`src/rtl/condiciona_pkg.sv`:
```
// Shared types and defaults for the button conditioner.
// Holds the FSM state codes and the default debounce length.
package condiciona_pkg;

  localparam int DEBOUNCE_CICLOS_PADRAO = 50000;

  typedef enum logic [1:0] {
    OCIOSO      = 2'd0,
    PRESSIONADO = 2'd1,
    MULTIPLO    = 2'd2
  } estado_t;

  function automatic logic um_so(input logic [3:0] v);
    return (v != 4'd0) && ((v & (v - 4'd1)) == 4'd0);
  endfunction

endpackage

```
`src/rtl/condiciona_botoes_if.sv`:
```
// One-bit link between the top and a debounce_bit slice.
// raw: pin level into the slice; estavel: debounced level out.
interface condiciona_botoes_if;
  logic raw;
  logic estavel;

  modport master (
    output raw,
    input  estavel
  );

  modport slave (
    input  raw,
    output estavel
  );
endinterface

```
`src/rtl/debounce_bit.sv`:
```
// Single-bit debouncer: optional 2-flop synchronizer, counter, stable flop.
// Ports: clock, reset (sync, active-high), bus (slave: raw in, estavel out).
// Macro CONDICIONA_SINCRONIZADOR_EN inserts the 2-flop synchronizer.
module debounce_bit
  import condiciona_pkg::*;
#(
  parameter int DEBOUNCE_CICLOS = DEBOUNCE_CICLOS_PADRAO
) (
  input logic                clock,
  input logic                reset,
  condiciona_botoes_if.slave bus
);

  localparam int CW = (DEBOUNCE_CICLOS > 2) ?
                      $clog2(DEBOUNCE_CICLOS) : 1;
  localparam logic [CW-1:0] LIMITE = CW'(DEBOUNCE_CICLOS - 1);

  logic amostra;

`ifdef CONDICIONA_SINCRONIZADOR_EN
  logic [1:0] sinc_q, sinc_d;

  always_comb begin
    sinc_d = {sinc_q[0], bus.raw};
  end

  always_ff @(posedge clock) begin
    if (reset) sinc_q <= 2'b00;
    else       sinc_q <= sinc_d;
  end

  assign amostra = sinc_q[1];
`else
  assign amostra = bus.raw;
`endif

  logic [CW-1:0] cnt_q, cnt_d;
  logic          estavel_q, estavel_d;

  // Counter only runs while the sample disagrees with the
  // accepted level; it tops out at LIMITE where the flip happens.
  always_comb begin
    cnt_d     = '0;
    estavel_d = estavel_q;
    if (amostra != estavel_q) begin
      if (cnt_q == LIMITE) estavel_d = ~estavel_q;
      else                 cnt_d     = cnt_q + CW'(1);
    end
  end

  always_ff @(posedge clock) begin
    if (reset) begin
      cnt_q     <= '0;
      estavel_q <= 1'b0;
    end else begin
      cnt_q     <= cnt_d;
      estavel_q <= estavel_d;
    end
  end

  assign bus.estavel = estavel_q;

endmodule

```
`src/rtl/condiciona_botoes.sv`:
```
// Debounces 4 buttons and classifies presses as single or multiple.
// Ports: clock, reset, botoes_raw in; botoes, jogada_feita, jogada_codigo,
// multiplo, db_estado out. Macro CONDICIONA_SINCRONIZADOR_EN adds sync.
module condiciona_botoes
  import condiciona_pkg::*;
#(
  parameter int DEBOUNCE_CICLOS = DEBOUNCE_CICLOS_PADRAO
) (
  input  logic       clock,
  input  logic       reset,
  input  logic [3:0] botoes_raw,
  output logic [3:0] botoes,
  output logic       jogada_feita,
  output logic [3:0] jogada_codigo,
  output logic       multiplo,
  output logic [3:0] db_estado
);

  logic [3:0] estaveis;

  for (genvar i = 0; i < 4; i++) begin : g_bit
    condiciona_botoes_if bif ();
    assign bif.raw     = botoes_raw[i];
    assign estaveis[i] = bif.estavel;
    debounce_bit #(
      .DEBOUNCE_CICLOS(DEBOUNCE_CICLOS)
    ) u_bit (
      .clock(clock),
      .reset(reset),
      .bus  (bif)
    );
  end

  assign botoes = estaveis;

  estado_t    estado_q, estado_d;
  logic       feita_q, feita_d;
  logic       mult_q, mult_d;
  logic [3:0] codigo_q, codigo_d;

  always_comb begin
    estado_d = estado_q;
    feita_d  = 1'b0;
    codigo_d = codigo_q;
    case (estado_q)
      OCIOSO: begin
        if (estaveis != 4'd0) begin
          if (um_so(estaveis)) begin
            feita_d  = 1'b1;
            codigo_d = estaveis;
            estado_d = PRESSIONADO;
          end else begin
            estado_d = MULTIPLO;
          end
        end
      end
      PRESSIONADO: begin
        if (estaveis == 4'd0) estado_d = OCIOSO;
      end
      MULTIPLO: begin
        if (estaveis == 4'd0) estado_d = OCIOSO;
      end
      default: estado_d = OCIOSO;
    endcase
    // Registered so it drops on the same edge the FSM leaves MULTIPLO.
    mult_d = (estado_d == MULTIPLO);
  end

  always_ff @(posedge clock) begin
    if (reset) begin
      estado_q <= OCIOSO;
      feita_q  <= 1'b0;
      mult_q   <= 1'b0;
      codigo_q <= 4'd0;
    end else begin
      estado_q <= estado_d;
      feita_q  <= feita_d;
      mult_q   <= mult_d;
      codigo_q <= codigo_d;
    end
  end

  assign jogada_feita  = feita_q;
  assign multiplo      = mult_q;
  assign jogada_codigo = codigo_q;
  assign db_estado     = {2'b00, estado_q};

endmodule
```
`config.mk`:
```
export PLATFORM = sky130hd
export DESIGN_NAME = condiciona_botoes
export DESIGN_NICKNAME = d
export VERILOG_FILES = /design/src/rtl/condiciona_pkg.sv /design/src/rtl/condiciona_botoes_if.sv /design/src/rtl/debounce_bit.sv /design/src/rtl/condiciona_botoes.sv
export SDC_FILE = /design/constraint.sdc
export NUM_CORES = 1
export LEC_CHECK = 0
export CAP_MARGIN = 15
export CORE_MARGIN = 10
export CORE_UTILIZATION = 48
export CTS_CLUSTER_DIAMETER = 80
export DETAILED_ROUTE_END_ITERATION = 10
export GPL_TIMING_DRIVEN = 1
export PLACE_DENSITY = 0.67
export SYNTH_ARGS = -nofsm -noshare
export SYNTH_HDL_FRONTEND = slang
export SYNTH_SLANG_ARGS = --single-unit
```
`constraint.sdc`:
```
create_clock -name clock -period 3.5 [get_ports clock]
set_input_delay 0.35 -clock clock [delete_from_list [all_inputs] [get_ports clock]]
set_output_delay 0.35 -clock clock [all_outputs]
set_load 0.01 [all_outputs]
```
# After elaboration in Yosys (flattened, before gate mapping)
# Cells that the tools add are included.
# word_totals
wordCells	60
input_bits	6
reg_bits	76
# op_classes
muxes	5
bitwise_logic	11
add_sub_neg	5
n_reduce_logical	16
eq_ne	11
# ops
operator	n
adder 16 x 1 -> 16 bit (second input constant)	4
equality test 16 bit (second input constant)	4
OR reduction 3 bit	5
NOT 1 bit	10
zero test 4 bit	2
AND reduction 2 bit	4
two-way mux 2 bit	3
AND 4 bit	1
equality test 2 bit (second input constant)	2
inequality test 1 bit	4
case mux 2 bit (2 select lines)	1
nonzero test 4 bit	1
subtractor 4 x 1 -> 4 bit (second input constant)	1
AND reduction 3 bit	1
equality test 2 x 1 -> 1 bit (second input constant)	1
zero test 2 bit	1
OR reduction 2 bit	1
logical AND 1 bit	1
two-way mux 1 bit	1

# Depth between registers and ports, before layout
# logic_depth
depth_word	8
mapped_depth	6

# Hierarchy
# A second synthesis with hierarchy kept.
# hier_totals
hier_cells	411
area_unflattened_um2	3575.9
# modules_own_cells
module	cells_per_inst	seq_area_each_um2	instances	area_each_um2
debounce_bit	83	340.3	4	749.5
condiciona_botoes	79	160.2	1	578.1

# Least setup slack after synthesis
# Ideal clock, no wire load.
# synth_path
path_kind	reg-to-reg
startpoint	register g_bit[3].u_bit.cnt_q[0]
endpoint	register g_bit[3].u_bit.cnt_q[15]
setup_time_ns	0.115
slack_ns	2.032
arrival_time_ns	1.353
n_path_buf	1
stages_incl_launch_ff	7
required_time_ns	3.385
cell_sequence	dfxtp_1 ha_1 nand3_1 nand4b_1 nand2_1 buf_4 nor2_1
# synth_via
elab_chain_cells	2
# synth_lines
item	line	source
from (decl)	debounce_bit.sv:37	logic [CW-1:0] cnt_q, cnt_d;
from (signal assigned)	debounce_bit.sv:56	cnt_q <= cnt_d;
parallel branches: the longest is 2 deep, another holds adder 16 x 1 -> 16 bit	-	
# Several ways; the timed one is not identified.
# A chain may end at the register's enable or synchronous reset.

# Worst setup path in the final report
# layout_path
startpoint	register g_bit[3].u_bit.estavel_q
endpoint	output botoes[3]
# layout_lines
item	line	source
from (decl)	debounce_bit.sv:38	logic estavel_q, estavel_d;
from (signal assigned)	debounce_bit.sv:57	estavel_q <= estavel_d;
to (decl)	condiciona_botoes.sv:12	output logic [3:0] botoes,
# No word-level cell between the ends.

==> impl_metrics.toml <==
[synthesis]
yosysWarnings = 0
synth_edf_count = 0
synth_flop_cell = "dfxtp_1"
synth_top_area_frac = 0.425
ys_ff_latch = 76
netlist_area_um2 = 3580
post-synth-top-count-cell = "dfxtp_1"
ys_seq_area_frac = 0.425
synth_area_leaders = "dfxtp_1 43%, xnor2_1 12%, nor2_1 7.8%, nand4_1 3.5%, nor4_1 3.0%"
yosys-top-cells-count = "76 x dfxtp_1, 74 x nor2_1, 48 x xnor2_1"
yosys.area.top_type = "dfxtp_1"
async_flop_share = 0
yosysUniqueCellTypes = 42
synth.avg_cell_area_um2 = 9.06
syn-instance-count = 395

[power_and_ir_drop]
p_per_area_nw_per_um2 = 430
power_frac_clock = 0.473
vdd_drop_max_uv = 240
switchingPower_w = 0.000328
pwr-share-seq = 0.507
swShare = 0.191
internal_power_w = 0.00139
comb_power_share = 0.019
p_leak_nw = 1.27

[floorplanning]
core_um2 = 7250
ioPinCount = 20
start_util = 0.493
rows = 31
dieArea_um2 = 11300
die_x_um = 106
die_h_um = 106

[clock_network]
cts_tree = "yes"
clock_sink_count = 76
clkLatencyLatePin_ns = 0.34
cts.clk_slew.worst_paths_ns = 0.07
post_cts_buffers = 0
root_buffer = "clkbuf_8"
clockBufferDepth = 2
h-tree-depth = 3
cts-buffers-inserted = 9
holdBufCountCts = 0
cts_resized = 0

[sta]
finalCriticalPeriod_ns = 1.97
setup_viol = 0
fin_setup_tns_ns = 0
maxSlewViolCount = 0
hold_viol = 0
hold_slack_ns = 0.461
period_share = 0.563
timing.fmax_mhz = 507
tightest_slew_ns = 0.527
rsz0062_at_grt = "false"
relSlewSlack = 0.648
clock_skew_ns = 0.00758

[hold_path]
min_path_cells = 1
hp-class = "register to register"
hold_start = "g_bit[1].u_bit.cnt_q[0]$_SDFF_PP0_"
worstHoldEndpoint = "g_bit[1].u_bit.cnt_q[0]$_SDFF_PP0_"

[worst_setup_path]
cp_max_fo = 10
crit_buf_inv = 1
r2r_start = "g_bit[3].u_bit.cnt_q[0]$_SDFF_PP0_"
r2r_slack_ns = 1.71
endpoint_kind = "primary output"
cp-start-kind = "register"
reg2reg_depth = 5
crit_slowest_cell = "clkdlybuf4s50_1"
critPathRequiredTime_ns = 3.15
cpLargestDelayFamily = "buffers and inverters"
path_class = "register to primary output"
crit_chain = "clkdlybuf4s50_1"
reg2reg_to = "g_bit[3].u_bit.cnt_q[4]$_SDFF_PP0_"
cp_num_cells = 1
crit_arrival_ns = 1.62
critPathMaxStageDelay_ns = 0.66

[drt]
first_pass_iters = 4
num_vias = 2675
drt_iter0_markers = 65
wl_per_cell_um = 12.7
drc = 0
via_per_inst = 5.22
wirelength_um = 6500
postRouteAntennaNets = 0

[run_status]
status = "complete, no violations"

[global_routing]
grt_pass1_vias = 2541
grt_overflow = 0
grt_max_degree = 18
track_usage = 0.120
grt_pass1_wl_um = 11400
antenna_found_initial = 0

[cells_and_area]
area_growth_pct = 12.0
n_antenna_cell = 0
nets = 420
layout-drive-gt1-share = 0.0605

[placement]
place.port_buffers = 17
place_congestion = 0.850
hpwlAfterDp_um = 4580

[flow_run]
max_cap_viol_count = 0
[power groups by stage]
stage	Sequential (W)	Clock, W	Combinational [W]
finish	0.000873	0.000815	0.0000335
global route	0.000873	0.000881	0.0000380
CTS	0.000873	0.000839	0.0000342
detailed placement	0.000893	0	0.0000341
global placement	0.000893	0	0.0000334
floorplan	0.000892	0	0.0000248
[final cells by class]
type                       count  area [µm²]
fill                         690        3250
multi-input combinational    289        1880
sequential                    76        1520
timing repair buffer          18         178
clock buffer                  12         155
tap                           99         124
clock inverter                 4        95.1
inverter                      14        52.6
[stage by stage]
step | util | area (µm²) | total power [W] | instances | worst slack, ns
after global routing | 0.553 | 4010 | 0.00179 | 512 | 1.45
final | 0.553 | 4010 | 0.00172 | 512 | 1.53
after floorplan | - | 3580 | 0.000917 | 396 | 2.03
after CTS | 0.553 | 4010 | 0.00175 | 512 | 1.49
after global placement | 0.518 | 3760 | 0.000926 | 496 | 1.59
after detailed placement | 0.518 | 3760 | 0.000927 | 496 | 1.55
[registers in the layout, summed over array words and instances (netlist names)]
name / flops
estado_q: 2
g_bit.u_bit.bus.estavel: 4
g_bit.u_bit.cnt_q: 64
jogada_codigo: 4
jogada_feita: 1
multiplo: 1
[cells in the final DEF (no fill, tap or decap), types with 2 or more instances in the layout]
master and n:
and4_1 2, xor2_1 12, and3_1 7, o21ai_0 3, a21oi_1 2, mux2i_1 7, clkdlybuf4s50_1 17, nor4_1 17
nand2b_1 5, bufinv_16 3, nor4bb_1 5, conb_1 2, nand4_1 20, ha_1 6, nand2_1 16, nor4b_1 5
nor3_1 19, clkbuf_8 11, inv_1 14, xnor2_1 48, nand3_1 21, nor2_1 74, dfxtp_1 76
[logic make-up after synthesis]
group,after synthesis,synth area share
multiplexers,7,0.0196
buffers and inverters,31,0.0500
flip-flops,76,0.425
XOR/XNOR,61,0.151
AO/OA/AOI/OAI,11,0.0276
other,1,0.00105
AND/OR/NAND/NOR,202,0.304
adder cells (fa/ha/maj),6,0.0210
[worst max-delay path by stage]
stage	startpoint	endpoint	slack, ns
final	g_bit[3].u_bit.bus.estavel$_SDFFE_PP0P_	botoes[3]	1.53
after global routing	g_bit[3].u_bit.bus.estavel$_SDFFE_PP0P_	botoes[3]	1.45
after CTS	g_bit[3].u_bit.bus.estavel$_SDFFE_PP0P_	botoes[3]	1.49
after detailed placement	reset	g_bit[2].u_bit.cnt_q[8]$_SDFF_PP0_	1.55
after global placement	reset	g_bit[2].u_bit.cnt_q[5]$_SDFF_PP0_	1.59
after floorplan	g_bit[3].u_bit.cnt_q[0]$_SDFF_PP0_	g_bit[3].u_bit.cnt_q[15]$_SDFF_PP0_	2.03
[per-layer routing]
metal / global-route usage / vias up / share of wire
met5: 0 / - / 0
met4: 0.0522 / 0 / 0.018
met1: 0.149 / 1245 / 0.49
met2: 0.187 / 37 / 0.45
li1: - / 1383 / -
met3: 0.0386 / 10 / 0.033
(Power assumes the default switching activity.)
